### src/rtl/ray_gen_pkg.sv
// ray_gen shared types and constants.
// Ray coordinates are float32 triples ordered {x, y, z}.
package ray_gen_pkg;

  localparam logic [31:0] FLOAT32_ZERO = 32'h0000_0000;

  // Bit positions inside the object-select mask
  localparam int SEL_SPHERE = 1;
  localparam int SEL_CYL    = 0;

  typedef logic [2:0][31:0] ray_t;

  typedef enum logic [1:0] {
    IDLE,
    RUN,
    DRAIN
  } state_t;

endpackage

### src/rtl/int16_to_float32.sv
// Signed 17-bit integer to float32, exact for |val| <= 2^16.
// Normalises by locating the leading one and shifting.
module int16_to_float32
  import ray_gen_pkg::*;
(
  input  logic signed [16:0] val,
  output logic [31:0]        flt
);

  logic        sign;
  logic [16:0] mag;
  logic [4:0]  msb;
  logic [22:0] frac;

  // Magnitude, leading-one position and shifted fraction
  always_comb begin
    sign = val[16];
    mag  = sign ? 17'(-val) : val;
    msb  = '0;
    for (int i = 0; i < 17; i++) begin
      if (mag[i]) msb = 5'(i);
    end
    frac = 23'({7'b0, mag} << (5'd23 - msb));
    if (mag == '0)
      flt = FLOAT32_ZERO;
    else
      flt = {sign, 8'(8'd127 + 8'(msb)), frac};
  end

endmodule

### src/rtl/ray_gen.sv
// Raster-order ray source: one AXI-stream beat per pixel with
// float32 image-plane target, pixel counts and object mask.
module ray_gen
  import ray_gen_pkg::*;
#(
  parameter int SIZE     = 32,
  parameter int H_ACTIVE = 1024,
  parameter int V_ACTIVE = 768,
  parameter int X_BASE   = -368,
  parameter int Y_BASE   = 534,
  parameter int Z_PLANE  = 0
) (
  input  logic                 aclk,
  input  logic                 aresetn,
  input  logic                 start,
  input  logic [1:0]           select_objs_in,
  output logic                 busy,
  output logic                 frame_done,
  output logic [2:0][SIZE-1:0] ray_axis_tdata,
  output logic [10:0]          hcount_axis_tdata,
  output logic [9:0]           vcount_axis_tdata,
  output logic [1:0]           select_objs,
  output logic                 ray_axis_tlast,
  output logic                 ray_axis_tvalid,
  input  logic                 ray_axis_tready
);

  localparam logic [10:0] H_LAST = 11'(H_ACTIVE - 1);
  localparam logic [9:0]  V_LAST = 10'(V_ACTIVE - 1);
  localparam logic signed [16:0] XB = 17'(X_BASE);
  localparam logic signed [16:0] YB = 17'(Y_BASE);
  localparam logic signed [16:0] ZP = 17'(Z_PLANE);

  state_t state, state_nxt;
  logic [10:0] h;
  logic [9:0]  v;
  logic        hs;
  logic        load;
  logic        last_pix;
  logic signed [16:0] x_int, y_int;
  ray_t        ray_nxt;

  assign hs       = ray_axis_tvalid && ray_axis_tready;
  assign load     = (state == RUN) && (!ray_axis_tvalid || ray_axis_tready);
  assign last_pix = (h == H_LAST) && (v == V_LAST);
  assign busy     = (state != IDLE);
  assign x_int    = XB + $signed({6'b0, h});
  assign y_int    = YB - $signed({7'b0, v});

  int16_to_float32 u_cvt_x (.val(x_int), .flt(ray_nxt[2]));
  int16_to_float32 u_cvt_y (.val(y_int), .flt(ray_nxt[1]));
  int16_to_float32 u_cvt_z (.val(ZP),    .flt(ray_nxt[0]));

  // State register
  always_ff @(posedge aclk) begin
    if (!aresetn) state <= IDLE;
    else          state <= state_nxt;
  end

  // Next-state logic
  always_comb begin
    state_nxt = state;
    unique case (state)
      IDLE:    if (start) state_nxt = RUN;
      RUN:     if (load && last_pix) state_nxt = DRAIN;
      DRAIN:   if (hs) state_nxt = IDLE;
      default: state_nxt = IDLE;
    endcase
  end

  // Pixel counters and frame mask
  always_ff @(posedge aclk) begin
    if (!aresetn) begin
      h           <= '0;
      v           <= '0;
      select_objs <= '0;
    end else if (state == IDLE && start) begin
      h           <= '0;
      v           <= '0;
      select_objs <= {select_objs_in[SEL_SPHERE],
                      select_objs_in[SEL_CYL]};
    end else if (load) begin
      if (h == H_LAST) begin
        h <= '0;
        v <= v + 10'd1;
      end else begin
        h <= h + 11'd1;
      end
    end
  end

  // Output beat register
  always_ff @(posedge aclk) begin
    if (!aresetn) begin
      ray_axis_tdata    <= '0;
      hcount_axis_tdata <= '0;
      vcount_axis_tdata <= '0;
      ray_axis_tlast    <= 1'b0;
      ray_axis_tvalid   <= 1'b0;
    end else if (load) begin
      ray_axis_tdata    <= ray_nxt;
      hcount_axis_tdata <= h;
      vcount_axis_tdata <= v;
      ray_axis_tlast    <= last_pix;
      ray_axis_tvalid   <= 1'b1;
    end else if (hs) begin
      ray_axis_tvalid   <= 1'b0;
    end
  end

  // End-of-frame pulse after the final handshake
  always_ff @(posedge aclk) begin
    if (!aresetn) frame_done <= 1'b0;
    else          frame_done <= (state == DRAIN) && hs;
  end

endmodule

### config.mk
export PLATFORM = sky130hd
export DESIGN_NAME = ray_gen
export DESIGN_NICKNAME = d
export VERILOG_FILES = /design/src/rtl/ray_gen_pkg.sv /design/src/rtl/int16_to_float32.sv /design/src/rtl/ray_gen.sv
export SDC_FILE = /design/constraint.sdc
export NUM_CORES = 1
export LEC_CHECK = 0
export ABC_AREA = 1
export CORE_ASPECT_RATIO = 1.25
export CORE_MARGIN = 3
export CORE_UTILIZATION = 30
export CTS_CLUSTER_DIAMETER = 100
export DETAILED_ROUTE_END_ITERATION = 6
export PLACE_DENSITY_LB_ADDON = 0.2
export RECOVER_POWER = 25
export SLEW_MARGIN = 0
export SYNTH_ARGS = -nofsm -noshare
export SYNTH_HDL_FRONTEND = slang
export SYNTH_HIERARCHICAL = 1
export SYNTH_SLANG_ARGS = --single-unit
### constraint.sdc
create_clock -name aclk -period 6.6 [get_ports aclk]
set_clock_uncertainty 0.2 [all_clocks]
set_input_delay 1.32 -clock aclk [delete_from_list [all_inputs] [get_ports aclk]]
set_output_delay 1.32 -clock aclk [all_outputs]
set_load 0.01 [all_outputs]
== Yosys cells after proc, flatten, opt, wreduce, memory -nomap -nowiden ==
Index checks and enable logic that the tools add are counted.
Storage, ports and cells
  logic and storage cells: 90
  bits of input ports: 6
  output and inout bits: 123
  register bits: 113
Operators by class
  $add $sub $neg: 10
  shifts and indexed selects: 2
  equal/unequal tests: 7
  bitwise logic cells: 1
  reduce and logical (&&, ||, !) cells: 16
  mux-type cells: 43
Operators by type and width (number)
  two-way mux 32 bit: 2
  two-way mux 4 bit: 16
  << shifter 17 x 5 -> 23 bit: 2
  zero test 17 bit: 2
  two-way mux 17 bit: 2
  two-way mux 3 bit: 8
  negator 11 -> 17 bit: 1
  negator 13 -> 17 bit: 1
  adder 7 x 5 -> 8 bit (first input constant): 2
  two-way mux 2 bit: 7
  adder 10 x 12 -> 13 bit (first input constant): 1
  adder 11 x 1 -> 11 bit (second input constant): 1
  == test 11 x 10 -> 1 bit (second input constant): 1
  two-way mux 11 bit: 1
  subtractor 10 x 10 -> 11 bit (first input constant): 1
  adder 10 x 1 -> 10 bit (second input constant): 1
  == test 10 bit (second input constant): 1
  two-way mux 5 bit: 2
  subtractor 5 bit (first input constant): 2
  logical AND 1 bit: 6
  one-hot mux 2 bit (3 select lines): 1
  two-way mux 1 bit: 4
  inequality test 2 bit (second input constant): 2
  nonzero test 2 bit: 2
  10 further kinds: 10

== Depth between registers and ports, before layout ==
Gate-level depths: netlist of run 1.
  depth in word-level cells: 22
  depth in mapped cells: 36
  depth with buffers taken out: 34

== By module ==
Netlist of run 1, hierarchy kept.
Modules (own cells, without submodules)
  ray_gen: instances 1, area each 5531.6 um2, cells each 729, seq. area each 2902.8 um2
  int16_to_float32 at u_cvt_y ...: instances 2, area each 1615.3 um2, cells each 307, seq. area each 0.0 um2
  int16_to_float32 at u_cvt_x: instances 1, area each 1577.8 um2, cells each 309, seq. area each 0.0 um2

== Worst setup path after synthesis of run 1 ==
Ideal clock, no wire load.
  kind: reg-to-reg
  start point: register v[0]
  end point: register ray_axis_tdata[56] (netlist name)
  setup time: 65 ps
  path slack: 2787 ps
  path buffers: 3
  required time: 6335 ps
  cell stages (with the launch flop): 25
  period minus slack after synthesis: 3813 ps
  data arrival time: 3548 ps
  cell sequence: dfxtp_1 -> ha_1 -> nand2_1 -> nand2_1 -> nand2_1 -> nand4_1 -> o21ai_0 -> inv_1 -> buf_4 -> buf_2 -> nand3_1 -> nand2_1 -> nor2_1 -> o31ai_1 -> nand2_1 -> nand2_1 -> nand2_1 -> a21oi_4 -> inv_2 -> buf_6 -> ha_1 -> or2_2 -> inv_1 -> o21ai_0 -> nor2_1
RTL lines
  from (decl): RTL line ray_gen.sv:36  | logic [9:0] v;
  from (signal assigned): RTL line ray_gen.sv:85  | v <= v + 10'd1;
  to (signal assigned): RTL line ray_gen.sv:101  | ray_axis_tdata <= ray_nxt;
  to (decl): RTL line ray_gen.sv:19  | output logic [2:0][SIZE-1:0] ray_axis_tdata,

==> results of run 1 <==
[state kept, by name, summed over array words and instances, names as in the netlist]
register,cells
ray_axis_tvalid,1
ray_axis_tdata,96
h,11
ray_axis_tlast,1
v,10
vcount_axis_tdata,10
frame_done,1
state,2
select_objs,2
hcount_axis_tdata,11
[power groups by stage]
stage                     Sequential (W)  Clock, W  Combinational, W
after global placement          0.000997         0          0.000476
after CTS                       0.000979   0.00102          0.000479
after global routing            0.000985   0.00105          0.000566
after floorplan                  0.00102         0          0.000295
after detailed placement        0.000998         0          0.000478
final                           0.000977  0.000979          0.000502
[worst max path at each step]
stage,slack (ns),to,start
2_1_floorplan,2.79,ray_axis_tdata[56]$_SDFFE_PN0P_,v[0]$_SDFFE_PP0P_
3_3_place_gp,1.95,ray_axis_tdata[56]$_SDFFE_PN0P_,v[0]$_SDFFE_PP0P_
3_5_place_dp,1.88,ray_axis_tdata[56]$_SDFFE_PN0P_,v[0]$_SDFFE_PP0P_
4_1_cts,1.87,ray_axis_tdata[56]$_SDFFE_PN0P_,v[0]$_SDFFE_PP0P_
5_1_grt,1.30,ray_axis_tdata[56]$_SDFFE_PN0P_,v[0]$_SDFFE_PP0P_
6_report,1.81,ray_axis_tdata[56]$_SDFFE_PN0P_,v[0]$_SDFFE_PP0P_
[cell usage in the layout (no fill, tap or decap), types with 4 or more instances in the layout]
cell	count
o21ai_2	6
dfxtp_1	145
nand3_1	216
nand3b_1	6
a21oi_1	42
dlygate4sd3_1	38
nand4_1	10
o21ai_1	29
inv_1	139
xor2_2	13
clkdlybuf4s50_1	89
conb_1	65
nor3_2	4
clkinvlp_4	5
nor4_1	4
nand3_2	7
nand2_1	345
nor2_4	16
xnor2_1	5
nor3_1	7
xor2_1	23
clkbuf_16	17
inv_2	28
buf_4	4
nand2_4	6
o211ai_1	6
ha_1	9
o21ai_0	119
nor2_2	16
nand2_2	17
nor2_1	307
[layout make-up]
type                       instances  share of cell area
multi-input combinational       1307               0.519
sequential                       145               0.234
timing repair buffer             132               0.105
inverter                         169              0.0514
tap                              423              0.0427
clock buffer                      21              0.0372
clock inverter                    11              0.0104
[routing by layer]
layer,GRT usage,share of wire
met1,0.190,0.43
met2,0.287,0.49
met3,0.0267,0.036
met4,0.0829,0.037
met5,0,0
[critical path, stage by stage (launching register included)]
cell and delay [ns]:
dfxtp_1 0.50, ha_1 0.27, nand2_1 0.11, nand2_1 0.08
nand2_1 0.08, nand4_1 0.12, o21ai_0 0.08, inv_1 0.67
inv_1 0.33, nor2_1 0.17, nand2_1 0.06, nand2_1 0.12
nor2_1 0.08, o31ai_1 0.07, nand2_1 0.09, nand2_1 0.08
nand2_1 0.09, a21oi_4 0.38, inv_2 0.24, ha_1 0.33
or2_2 0.29, inv_1 0.05, o21ai_0 0.07, nor2_1 0.16
[metrics by stage]
| stage | power [W] | std cells | hold WS [ns] |
|---|---|---|---|
| floorplan | 0.00132 | 1713 | 0.244 |
| CTS | 0.00248 | 2208 | 0.272 |
| global placement | 0.00147 | 2176 | 0.261 |
| finish | 0.00246 | 2208 | 0.263 |
| detailed placement | 0.00148 | 2176 | 0.264 |
| global route | 0.00260 | 2208 | 0.294 |
[kinds of logic after synthesis]
| kind of cell | count (synthesis) |
|---|---|
| AND/OR/NAND/NOR | 977 |
| buffers and inverters | 261 |
| AO/OA/AOI/OAI | 215 |
| flip-flops | 145 |
| XOR/XNOR | 41 |
| adder cells (fa/ha/maj) | 9 |
| other | 4 |
==> results.txt, run 1 <==
R2r setup slk -> 1.81 ns
Syn Std Cell Area -> 10300 sq um
Internal -> 0.00173 W
Clock transition at the registers of the reported paths -> 0.06 ns
Initial core utilization -> 0.306
Die outline width -> 172 um
WL per Instance -> 13.5 um
Initial antenna violation count -> 0
Synth Instances -> 1652
Seq cells post-synth -> 145
CTS root buf -> clkbuf_16
Post-layout util -> 0.367
RSZ-0062 raised after global routing -> no
Number of diodes -> 0
GPL Wtd Cong -> 0.925
Adder-cell share of the synthesized area -> 0.0109
Critical Path End Type -> flip-flop
Io pins -> 129
Top cells by count, synth -> nand2_1, nor2_1, nand3_1
Worst Setup Slack, final -> 1.81 ns
Core Region -> 33800 sq um
Crit path max fanout -> 31
Crit Reg-Reg Endpoint -> ray_axis_tdata[56]$_SDFFE_PN0P_
Largest net degree at the start of global routing -> 106
Vias in the first global route -> 9686
CTS Buf Count -> 17
Violated checks -> capacitance limit, slew limit
P_leak -> 5.58 nW
Post-Synth Simple-Gate Area -> 0.429
DR DRC count -> 0
Slew @ Worst Pin -> 1.93 ns
Switching share of power -> 0.296
Post-synthesis mux area share -> 0
DIE AREA -> 36700 sq um
Antenna Violating Nets Remaining -> 0
Fillers -> 3709
Power Dens Cells -> 198 nW/um^2
XOR/XNOR share of the synthesized area -> 0.0442
Netlist cell types -> 47
Post-synth EDFFs -> 0
Crit path DAT -> 4.96 ns
All-Layer GR Usage -> 0.163
Global-route wire length before repair -> 48.1 mm
Final setup viols -> 0
Synth warn -> 6
CTS Sinks -> 145
Instance area at placement -> 11800 sq um
Status -> finished with violations
Hold Fails Final Rpt -> 0
Most frequent cell after synthesis -> nand2_1
Die Ht -> 214 um
DRT Wirelength -> 29.8 mm
Buffers from clock root to sink, at most -> 2
CTS tree -> done
Top cells by area, synth -> dfxtp_1, nand2_1, nor2_1, nand3_1, o21ai_0
Placement Setup Slack -> 1.88 ns
Clk Latency, worst-skew pair -> 0.44 ns
Net total in the final layout -> 1787
Setup TNS Final -> 0 ns
WS Path Type -> reg -> reg
Post-CTS Resized -> 0
Starting DRT DRC Count -> 591
Share of post-route cells with drive strength above 1 -> 0.0936
Crit share post-route -> 0.726
R2r startpoint -> v[0]$_SDFFE_PP0P_
Fin area -> 12400 sq um
Synth Area in Compound Gates -> 0.114
Worst Min Path Start -> hcount_axis_tdata[0]$_SDFFE_PN0P_
Clock power share -> 0.398
DR vias -> 10400
Critical Path Start Type -> flip-flop
Area leader, netlist -> dfxtp_1
Hold_buf cts -> 0
Relative slew slack -> -0.285
Maxcap violations -> 1
Largest family of logic cells by synthesized area -> simple AND/OR/NAND/NOR gates
Most common flop cell mapped by yosys -> dfxtp_1
Fmax -> 209 MHz
Switching power -> 0.000727 W
Maximum vdd drop -> 148 uV
Worst Hold Class -> reg -> reg
Worst r2r path cells -> 23
WHS Path Cells -> 2
Share of power burned in registers -> 0.398
Ys async rst share -> 0
Postcts setup bufs -> 0
Critical Path RT -> 6.77 ns
Port Buffers -> 128
Hpwl dp -> 22.4 mm
Sequential cell area -> 2900 sq um
Area growth from synthesis to layout -> 19.8%
DRT Pass-1 Iters -> 7
WHS Endpoint -> hcount_axis_tdata[0]$_SDFFE_PN0P_
Congestion Overflow GR -> 0
Number of H-tree levels -> 4
Slew Limit Fails -> 51
Num rows -> 75
Vias per Instance -> 4.73
Synth Area per Inst -> 6.26 sq um
Sequential fraction of the synthesis area -> 0.281
Post-synth top area share -> 0.281
Power share of the combinational group -> 0.204
Tmin final -> 4.79 ns
Multi-input logic area -> 6430 sq um
No activity file was read; power rests on OpenSTA's default activity.
==> run 2: changes to the inputs <==
Clock period 6.6 ns to 4.7 ns, I/O delays scaled along.
==> results.txt, run 2 (synthesized netlist as in run 1, its figures left out) <==
Status -> finished with violations
Violated checks -> capacitance limit, slew limit
Dpl cells -> 2186
Largest net degree at the start of global routing -> 136
Critical Path RT -> 4.87 ns
Initial antenna violation count -> 0
Grt met2 use -> 0.298
Postcts setup bufs -> 0
Most common cell after layout, fill and taps aside -> nand2_1
Worst Hold Class -> reg -> reg
Cell mode on critical path -> nand2_1
Relative slew slack -> -0.313
Maximum vdd drop -> 168 uV
Net total in the final layout -> 1797
Top flop regs -> ray_axis_tdata (96), h (11), hcount_axis_tdata (11)
Vias in the first global route -> 9810
Starting DRT DRC Count -> 595
Hold Fails Final Rpt -> 0
Worst Setup Slack, final -> 0.553 ns
Hpwl dp -> 22.8 mm
Buffers from clock root to sink, at most -> 2
Most frequent cells in the layout -> nand2_1, nor2_1, nand3_1
Die outline width -> 172 um
Instance area at placement -> 11900 sq um
Initial core utilization -> 0.306
Met1 usage -> 0.201
WS Path Type -> reg -> reg
Fin area -> 12500 sq um
Switching power -> 0.00103 W
Crit-path max cell delay -> 0.41 ns
Clk Latency, worst-skew pair -> 0.44 ns
CTS Buf Count -> 17
Global-route wire length before repair -> 49.7 mm
Num rows -> 75
WL per Instance -> 13.6 um
Non-Filler Instances -> 2217
Switching share of power -> 0.298
Crit path DAT -> 4.32 ns
Port Buffers -> 128
Max reg flops -> 96
Critical Path Start Type -> flip-flop
Tmin final -> 4.15 ns
Most flop-heavy register -> ray_axis_tdata
Slew @ Worst Pin -> 1.97 ns
Number of H-tree levels -> 4
Vias per Instance -> 4.70
DRT Pass-1 Iters -> 5
Post-layout util -> 0.369
Share of power burned in registers -> 0.399
Final setup viols -> 0
Power Dens Cells -> 276 nW/um^2
Critical Path End Type -> flip-flop
Io pins -> 129
Fmax -> 241 MHz
Internal -> 0.00241 W
Core Region -> 33800 sq um
Antenna Violating Nets Remaining -> 0
Power share of the combinational group -> 0.208
GR peak layer -> met2
DRT Wirelength -> 30.2 mm
All-Layer GR Usage -> 0.168
DR DRC count -> 0
GPL Wtd Cong -> 0.879
CTS root buf -> clkbuf_16
Area growth from synthesis to layout -> 20.6%
Share of post-route cells with drive strength above 1 -> 0.0992
Number of diodes -> 0
Clock transition at the registers of the reported paths -> 0.06 ns
P_leak -> 5.57 nW
CTS tree -> done
Crit path max fanout -> 18
Slew Limit Fails -> 53
Setup TNS Final -> 0 ns
DR vias -> 10400
Post-CTS Resized -> 0
DIE AREA -> 36700 sq um
Die Ht -> 214 um
GR Layer Usage met3 -> 0.0312
Crit share post-route -> 0.882
Placement Setup Slack -> 0.644 ns
Clock power share -> 0.393
Congestion Overflow GR -> 0
Worst path slowest cell -> inv_1
Maxcap violations -> 1
RSZ-0062 raised after global routing -> no
Hold_buf cts -> 0
CTS Sinks -> 145
==> run 2: cell count changes in the layout (fill, tap and decap cells not counted), moves of 7 or more <==
cell             previous run  this run
buf_4                       4        12
o21ai_1                    29        22
dlygate4sd3_1              38        12
clkdlybuf4s50_1            89       115
o21ai_0                   119       126
==> run 2: worst paths after layout <==
check | startpoint | end | slack, ns | cells past startpoint
hold / removal | hcount_axis_tdata[0]$_SDFFE_PN0P_ | hcount_axis_tdata[0]$_SDFFE_PN0P_ | 0.27 | 2
setup reg to reg | v[1]$_SDFFE_PP0P_ | ray_axis_tdata[56]$_SDFFE_PN0P_ | 0.55 | 29
hold reg to reg | hcount_axis_tdata[0]$_SDFFE_PN0P_ | hcount_axis_tdata[0]$_SDFFE_PN0P_ | 0.27 | 2
setup / recovery | v[1]$_SDFFE_PP0P_ | ray_axis_tdata[56]$_SDFFE_PN0P_ | 0.55 | 29
==> run 2: layout make-up <==
type / count / area (sq um)
well taps: 423 / 529
repair buffers: 142 / 1390
multi-input cells: 1307 / 6430
flip-flops and latches: 145 / 2900
fillers: 3718 / 21300
clock inverters: 10 / 101
clock buffers: 21 / 480
inverters: 169 / 637
==> run 2: power groups by stage <==
| stage | combinational [W] | clock [W] | sequential (W) |
|---|---|---|---|
| after floorplan | 0.000414 | 0 | 0.00144 |
| after global placement | 0.000674 | 0 | 0.00140 |
| after detailed placement | 0.000676 | 0 | 0.00140 |
| after CTS | 0.000678 | 0.00140 | 0.00137 |
| after global routing | 0.000809 | 0.00145 | 0.00138 |
| final | 0.000716 | 0.00135 | 0.00137 |
==> run 2: worst max-delay path: cells and delay by family, from the launching register on <==
kind / cells / cell delay (ns)
adders and majority gates: 2 / 0.48
DFF: 1 / 0.37
AOI/OAI and AO/OA: 3 / 0.42
buffers and inverters: 4 / 0.81
and+or+nand+nor: 20 / 1.77
==> run 2: metrics by stage <==
stage | hold WS, ns | power (W)
after floorplan | 0.244 | 0.00185
after global placement | 0.264 | 0.00207
after detailed placement | 0.271 | 0.00208
after CTS | 0.285 | 0.00346
after global routing | 0.293 | 0.00364
final | 0.273 | 0.00344
==> run 2: metal layers <==
layer	wire length, um	up-vias	part of all wire
li1	-	5449	-
met1	13100	4670	0.43
met3	1210	43	0.040
met5	0	-	0
met2	15200	247	0.50
met4	710	0	0.024
